$ cat config.mk
export PLATFORM = sky130hd
export DESIGN_NAME = control_sequencer
export DESIGN_NICKNAME = d
export VERILOG_FILES = /design/src/rtl/control_sequencer.sv
export SDC_FILE = /design/constraint.sdc
export NUM_CORES = 1
export LEC_CHECK = 0
export BUFFER_PORTS_ARGS = -buffer_cell sky130_fd_sc_hd__buf_2
export CORE_ASPECT_RATIO = 0.75
export CORE_MARGIN = 5
export CORE_UTILIZATION = 40
export DETAILED_ROUTE_END_ITERATION = 10
export PLACE_DENSITY = 0.75
export SLEW_MARGIN = 30
export SYNTH_ARGS = -nofsm -noshare
export SYNTH_HDL_FRONTEND = slang
export SYNTH_SLANG_ARGS = --single-unit
$ cat constraint.sdc
create_clock -name clock -period 2.7 [get_ports clock]
set_clock_uncertainty 0.15 [all_clocks]
set_input_delay 0.135 -clock clock [delete_from_list [all_inputs] [get_ports clock]]
set_output_delay 0.135 -clock clock [all_outputs]
set_load 0.005 [all_outputs]
$ cat src/rtl/control_sequencer.sv
// control_sequencer: hardwired fetch/execute control unit for the single-bus datapath.
// Optional single-step mode (PAUSE state, step port) when SEQ_SINGLE_STEP_EN is defined.
module control_sequencer #(
    parameter int         CNT_W   = 16,
    parameter logic [4:0] NOP_OP  = 5'b11010,
    parameter logic [4:0] HALT_OP = 5'b11011
) (
    input  logic             clock,
    input  logic             clear,
    input  logic             start,
    input  logic             stop,
    input  logic             mem_ready,
`ifdef SEQ_SINGLE_STEP_EN
    input  logic             step,
`endif
    input  logic [31:0]      ir,
    output logic             PCout,
    output logic             MARin,
    output logic             IncPC,
    output logic             PCin,
    output logic             Zin,
    output logic             Zlowout,
    output logic             Read,
    output logic             MDRin,
    output logic             MDRout,
    output logic             IRin,
    output logic             Yin,
    output logic             Gra,
    output logic             Grb,
    output logic             Grc,
    output logic             Rin,
    output logic             Rout,
    output logic [4:0]       alu_op,
    output logic             run,
    output logic             illegal,
    output logic [CNT_W-1:0] instr_count
);
`ifdef SEQ_SINGLE_STEP_EN
    typedef enum logic [2:0] {S_HALT, S_T0, S_T1, S_T2, S_T3, S_T4, S_T5, S_PAUSE} state_t;
    localparam state_t S_NEXT = S_PAUSE;
`else
    typedef enum logic [2:0] {S_HALT, S_T0, S_T1, S_T2, S_T3, S_T4, S_T5} state_t;
    localparam state_t S_NEXT = S_T0;
`endif
    state_t state;
    logic stop_pend;
    logic [4:0] op;
    logic legal, retire, go_halt, unused_ir;
    assign op = ir[31:27];
    assign unused_ir = ^ir[26:0];
    assign legal = op >= 5'd3 && op <= 5'd10;
    assign retire = (state == S_T3 && !legal) || state == S_T5;
    assign go_halt = stop_pend || (state == S_T3 && op == HALT_OP);
    always_ff @(posedge clock) begin
        if (!clear) begin
            state       <= S_HALT;
            stop_pend   <= 1'b0;
            illegal     <= 1'b0;
            instr_count <= '0;
        end else begin
            if (run && stop)
                stop_pend <= 1'b1;
            case (state)
                S_HALT: if (start) begin
                    state     <= S_T0;
                    stop_pend <= stop;
                end
                S_T0: state <= S_T1;
                S_T1: if (mem_ready) state <= S_T2;
                S_T2: state <= S_T3;
                S_T3: if (legal) state <= S_T4;
                      else if (op != NOP_OP && op != HALT_OP) illegal <= 1'b1;
                S_T4: state <= S_T5;
                S_T5: ;
`ifdef SEQ_SINGLE_STEP_EN
                S_PAUSE: if (stop_pend) begin
                    state     <= S_HALT;
                    stop_pend <= 1'b0;
                end else if (step) state <= S_T0;
`endif
                default: state <= S_HALT;
            endcase
            // A pending stop is only honoured once the instruction has retired.
            if (retire) begin
                instr_count <= instr_count + CNT_W'(1);
                state       <= go_halt ? S_HALT : S_NEXT;
                if (go_halt) stop_pend <= 1'b0;
            end
        end
    end
    assign run     = state != S_HALT;
    assign PCout   = state == S_T0;
    assign MARin   = state == S_T0;
    assign IncPC   = state == S_T0;
    assign Zin     = state == S_T0 || state == S_T4;
    assign PCin    = state == S_T1;
    assign Read    = state == S_T1;
    assign MDRin   = state == S_T1;
    assign Zlowout = state == S_T1 || state == S_T5;
    assign MDRout  = state == S_T2;
    assign IRin    = state == S_T2;
    assign Yin     = state == S_T3 && legal;
    assign Grb     = state == S_T3 && legal;
    assign Rout    = (state == S_T3 && legal) || state == S_T4;
    assign Grc     = state == S_T4;
    assign Gra     = state == S_T5;
    assign Rin     = state == S_T5;
    assign alu_op  = state == S_T4 ? op : 5'd0;
endmodule

[Yosys cells after proc, flatten, opt, wreduce, memory -nomap -nowiden]
Cells that the tools add are included.
Operators by class
  reductions and logical operators: 16
  $lt $le $gt $ge: 2
  equal/unequal tests: 13
  add/sub/neg operators: 1
  bitwise operators: 1
  multiplexer cells: 12
Operators by type and width (number)
  3-bit one-hot mux with 7 select lines: 1
  16-bit by 1-bit adder with 16-bit output, second input constant: 1
  3-bit 2-to-1 mux: 4
  5-bit inequality test, second input constant: 2
  3-bit equality test, second input constant: 3
  3-bit by 2-bit equality test with 1-bit output, second input constant: 2
  1-bit logical AND: 6
  1-bit 2-to-1 mux: 6
  3-bit inequality test, second input constant: 2
  5-bit equality test, second input constant: 1
  5-bit by 2-bit >= comparator with 1-bit output, second input constant: 1
  5-bit by 4-bit <= comparator with 1-bit output, second input constant: 1
  1-bit logical OR: 5
  5-bit 2-to-1 mux: 1
  4-bit AND reduction: 1
  3-bit by 1-bit equality test with 1-bit output, second input constant: 1
  3-bit logical NOT: 1
  3-bit by 2-bit inequality test with 1-bit output, second input constant: 1
  3-bit AND reduction: 1
  3-bit nonzero test: 1
  2-bit by 1-bit inequality test with 1-bit output, second input constant: 1
  1-bit logical NOT: 1
  1-bit inverter: 1
Storage, ports and cells
  logic and storage cells: 49
  bits in registers: 21

[Depth between registers and ports, before layout]
  depth after elaboration: 7
  depth in mapped cells: 7
  gate-level depth less buffers: 5

[Least setup slack after synthesis]
No wires, ideal clock.
  path type: reg-to-reg
  start point: register state[1]
  end point: register instr_count[3]
  clock period less this slack: 1.672 ns
  required time: 2.480 ns
  arrival time: 1.452 ns
  cell stages (with the launch flop): 7
  path slack: 1.028 ns
  setup time: 0.070 ns
  buffers on the path: 2
  path through: dfxtp_1 > buf_6 > nor3_2 > mux2_4 > buf_6 > or4_1 > a21oi_1
Between the ends
  word-level cells in the longest chain between the ends: 3
  elaborated cells on any way between the ends: 4
  classes of those cells: eq/ne (2); reduce/logical (2)
Ends and longest elaborated chain
  start: declaration: line 45  | state_t state;
  start signal: assignment: line 86  | state <= go_halt ? S_HALT : S_NEXT;
  3-bit equality test: line 52  | assign retire = (state == S_T3 && !legal) || state == S_T5;
  1-bit logical AND: line 52
  1-bit logical OR (*): line 52
  end signal: assignment: line 85  | instr_count <= instr_count + CNT_W'(1);
  end: declaration: line 36  | output logic [CNT_W-1:0] instr_count
Mark *: on every way between the ends. The rest lies on a longest branch, timed or not.
A chain may end at the register's enable or synchronous reset.

[Final worst setup path]
  start point: register state[2]
  end point: output Rout
Between the ends
  word-level cells in the longest chain between the ends: 3
  elaborated cells on any way between the ends: 4
  classes of those cells: eq/ne (2); reduce/logical (2)
Ends and longest elaborated chain
  3-bit equality test: line 104  | assign Rout = (state == S_T3 && legal) || state == S_T4;
  1-bit logical AND: line 104
  1-bit logical OR (*): line 104
  end: declaration: line 32  | output logic Rout,
Marks and branches as above.

==> flow_metrics.tcl <==
set metrics [dict create \
    die_w_um 74.6 \
    grt_usage_pct 13.5 \
    grt_pass1_wl_um 4820 \
    synth_seq_area_share_pct 33.6 \
    grt-ovfl-total 0 \
    layout.cells.non_filler 227 \
    synth.ff_latch_count 21 \
    vias_per_cell 5.52 \
    num_rows 17 \
    intPower_uw 467 \
    seq_area_um2 420 \
    most-common-layout-cells "buf_2 (48), dfxtp_1 (21), a21oi_1 (17), o31ai_1 (12), or4_1 (10)" \
    hold_path.class "in -> reg" \
    synth_adder_area_share_pct 1.00 \
    synth_area_um2 1250 \
    leakage_nw 0.654 \
    period_needed_ns 2.14 \
    dp.cells 222 \
    wl_per_cell_um 13.4 \
    finalSetupTns_ns 0 \
    peakVddDrop_mv 0.237 \
    stdcell_area_um2 1490 \
    post_cts_buffers 0 \
    cts_max_level 1 \
    core_um2 2980 \
    pre_cts_slack_ns 0.624 \
    dieArea_um2 4350 \
    cts-buffers-inserted 3 \
    synthXorXnorAreaFrac_pct 1.40 \
    drive_above_1_share_pct 29.6 \
    fmax_ghz 0.466 \
    cts_root_buf "clkbuf_8" \
    pin_count 76 \
    grt_pass1_vias 1060 \
    start_kind "register" \
    cts.path.max_buffers 2 \
    clk_pin_slew_ns 0.08 \
    ant_nets 0 \
    worstSetupPathType "reg -> out" \
    period_share_pct 79.4 \
    utilization_pct 49.9 \
    placed_area_um2 1430 \
    clk_latency_ns 0.26 \
    synth_mux_area_share_pct 1.20 \
    die_h_um 58.4 \
    syn2layout_area_growth_pct 18.8 \
    crit_arrival_ns 1.86 \
    hold_ws_ns 0.0301 \
    nets 228 \
    num_antenna_cells 0 \
    drv_cap 0 \
    yosys_warnings 0 \
    setup_slack_ns 0.555 \
    fill_cells 290 \
    post-route-drc-count 0 \
    powerDensity_nw_per_um2 436 \
    required_ns 2.41 \
    end_kind "primary output" \
    final_common_cell "buf_2" \
    cts_tree "yes" \
    vias 1252 \
    cp_max_fo 21 \
    pwr-share-seq_pct 51.3 \
    drt_first_iter_violations 75 \
    place_hpwl_um 2240 \
    power_uw 647 \
    start_util_pct 42.0 \
    ys_types 39 \
    switching_power_uw 181 \
    syn_inst 153 \
    cts_sinks 21 \
    antenna_found_initial 0 \
    io_buffer_count 48 \
    multi_input_area_um2 703 \
    pwr-share-comb_pct 16.2 \
    hold_viol 0 \
    synth-compound-area-share_pct 19.8 \
    timing.final.max_slew_violations 0 \
    report.final.setup_viol 0 \
    synth_top_family_by_area "simple AND/OR/NAND/NOR gates" \
    synth_area_per_cell_um2 8.17 \
    grt_start_max_net_pins 34 \
    rsz0062_at_grt "no" \
    worstMarginPinSlew_ns 0.710 \
    syn_nets 191 \
    place.gp.congestion 0.738 \
    pwr-share-clk_pct 32.5 \
    outcome "finished, final reports clean" \
    totalWireLength_um 3040 \
    yosys.area_share.simple_pct 32.8 \
    firstDrtPassIters 4 \
    p_sw_share_pct 27.9 \
    max_slew_margin_pct 52.6 \
]
## metal layers
metal  wire length, µm  up-vias  track usage, %
li1                  -      641               -
met1              1480      588            18.7
met2              1420       19            22.0
met3               117        4            2.73
met4                20        0            2.28
met5                 0        -               0
## sequential cells by signal (all words and copies together), names as in the netlist
register	count
illegal	1
instr_count	16
state	3
stop_pend	1
## layout make-up
type | instances | share of cell area, %
inverter | 5 | 1.26
clock buffer | 4 | 3.03
multi-input combinational | 110 | 47.3
tap | 38 | 3.20
timing repair buffer | 49 | 16.8
sequential | 21 | 28.3
## power by group through the flow
stage	registers (mW)	logic, mW	clock network, mW
after detailed placement	0.339	0.104	0
after global routing	0.334	0.119	0.225
after global placement	0.339	0.104	0
after floorplan	0.327	0.0939	0
final	0.332	0.105	0.210
after CTS	0.332	0.106	0.213
## worst max-delay path, stage by stage, from the launching register on
cell      delay [ns]
dfxtp_1         0.60
nand2b_1        0.50
o31ai_1         0.35
buf_2           0.16
## cells by family after synthesis
logic type / after synthesis
simple gates: 66
compound gates: 40
fa+ha+maj: 1
mux: 1
xor+xnor: 2
buf+inv: 22
flops: 21
## cell usage after synthesis, drive strengths merged
library cell	number	area, µm²
a21oi	18	93.8
nand3	7	35.0
ha	1	12.5
nand2	6	22.5
nor2b	3	21.3
nor2	4	15.0
nor3	4	25.0
and4b	1	10.0
nor4b	1	8.76
o31a	1	8.76
or4	10	75.1
a31oi	1	6.26
and3	8	50.1
o31ai	12	90.1
nor3b	3	22.5
and4	2	17.5
dfxtp	21	420
xor2	1	8.76
a2111oi	1	8.76
inv	4	15.0
and2	2	12.5
buf	11	85.1
nand3b	1	7.51
clkinv	1	3.75
xnor2	1	8.76
nand2b	1	6.26
nor4	2	12.5
clkbuf	6	22.5
o21a	2	15.0
or2	1	6.26
nand4	5	31.3
mux2	1	15.0
o21ai	5	25.0
or3	5	31.3
## path summary, 6_finish.rpt
path / start / slack, ns / cells past startpoint / end
hold / removal: stop / 0.03 / 3 / stop_pend
hold reg to reg: illegal / 0.33 / 1 / illegal
setup reg to reg: state[2] / 0.59 / 4 / instr_count[13]
setup / recovery: state[2] / 0.56 / 3 / Rout
## timing repair
item / CTS / global route
resized for setup: 0 / 0
hold buffers: 1 / 0
hold endpoints to repair: 2 / 0
endpoints found under the setup margin: 0 / 0
(Power assumes the default switching activity.)
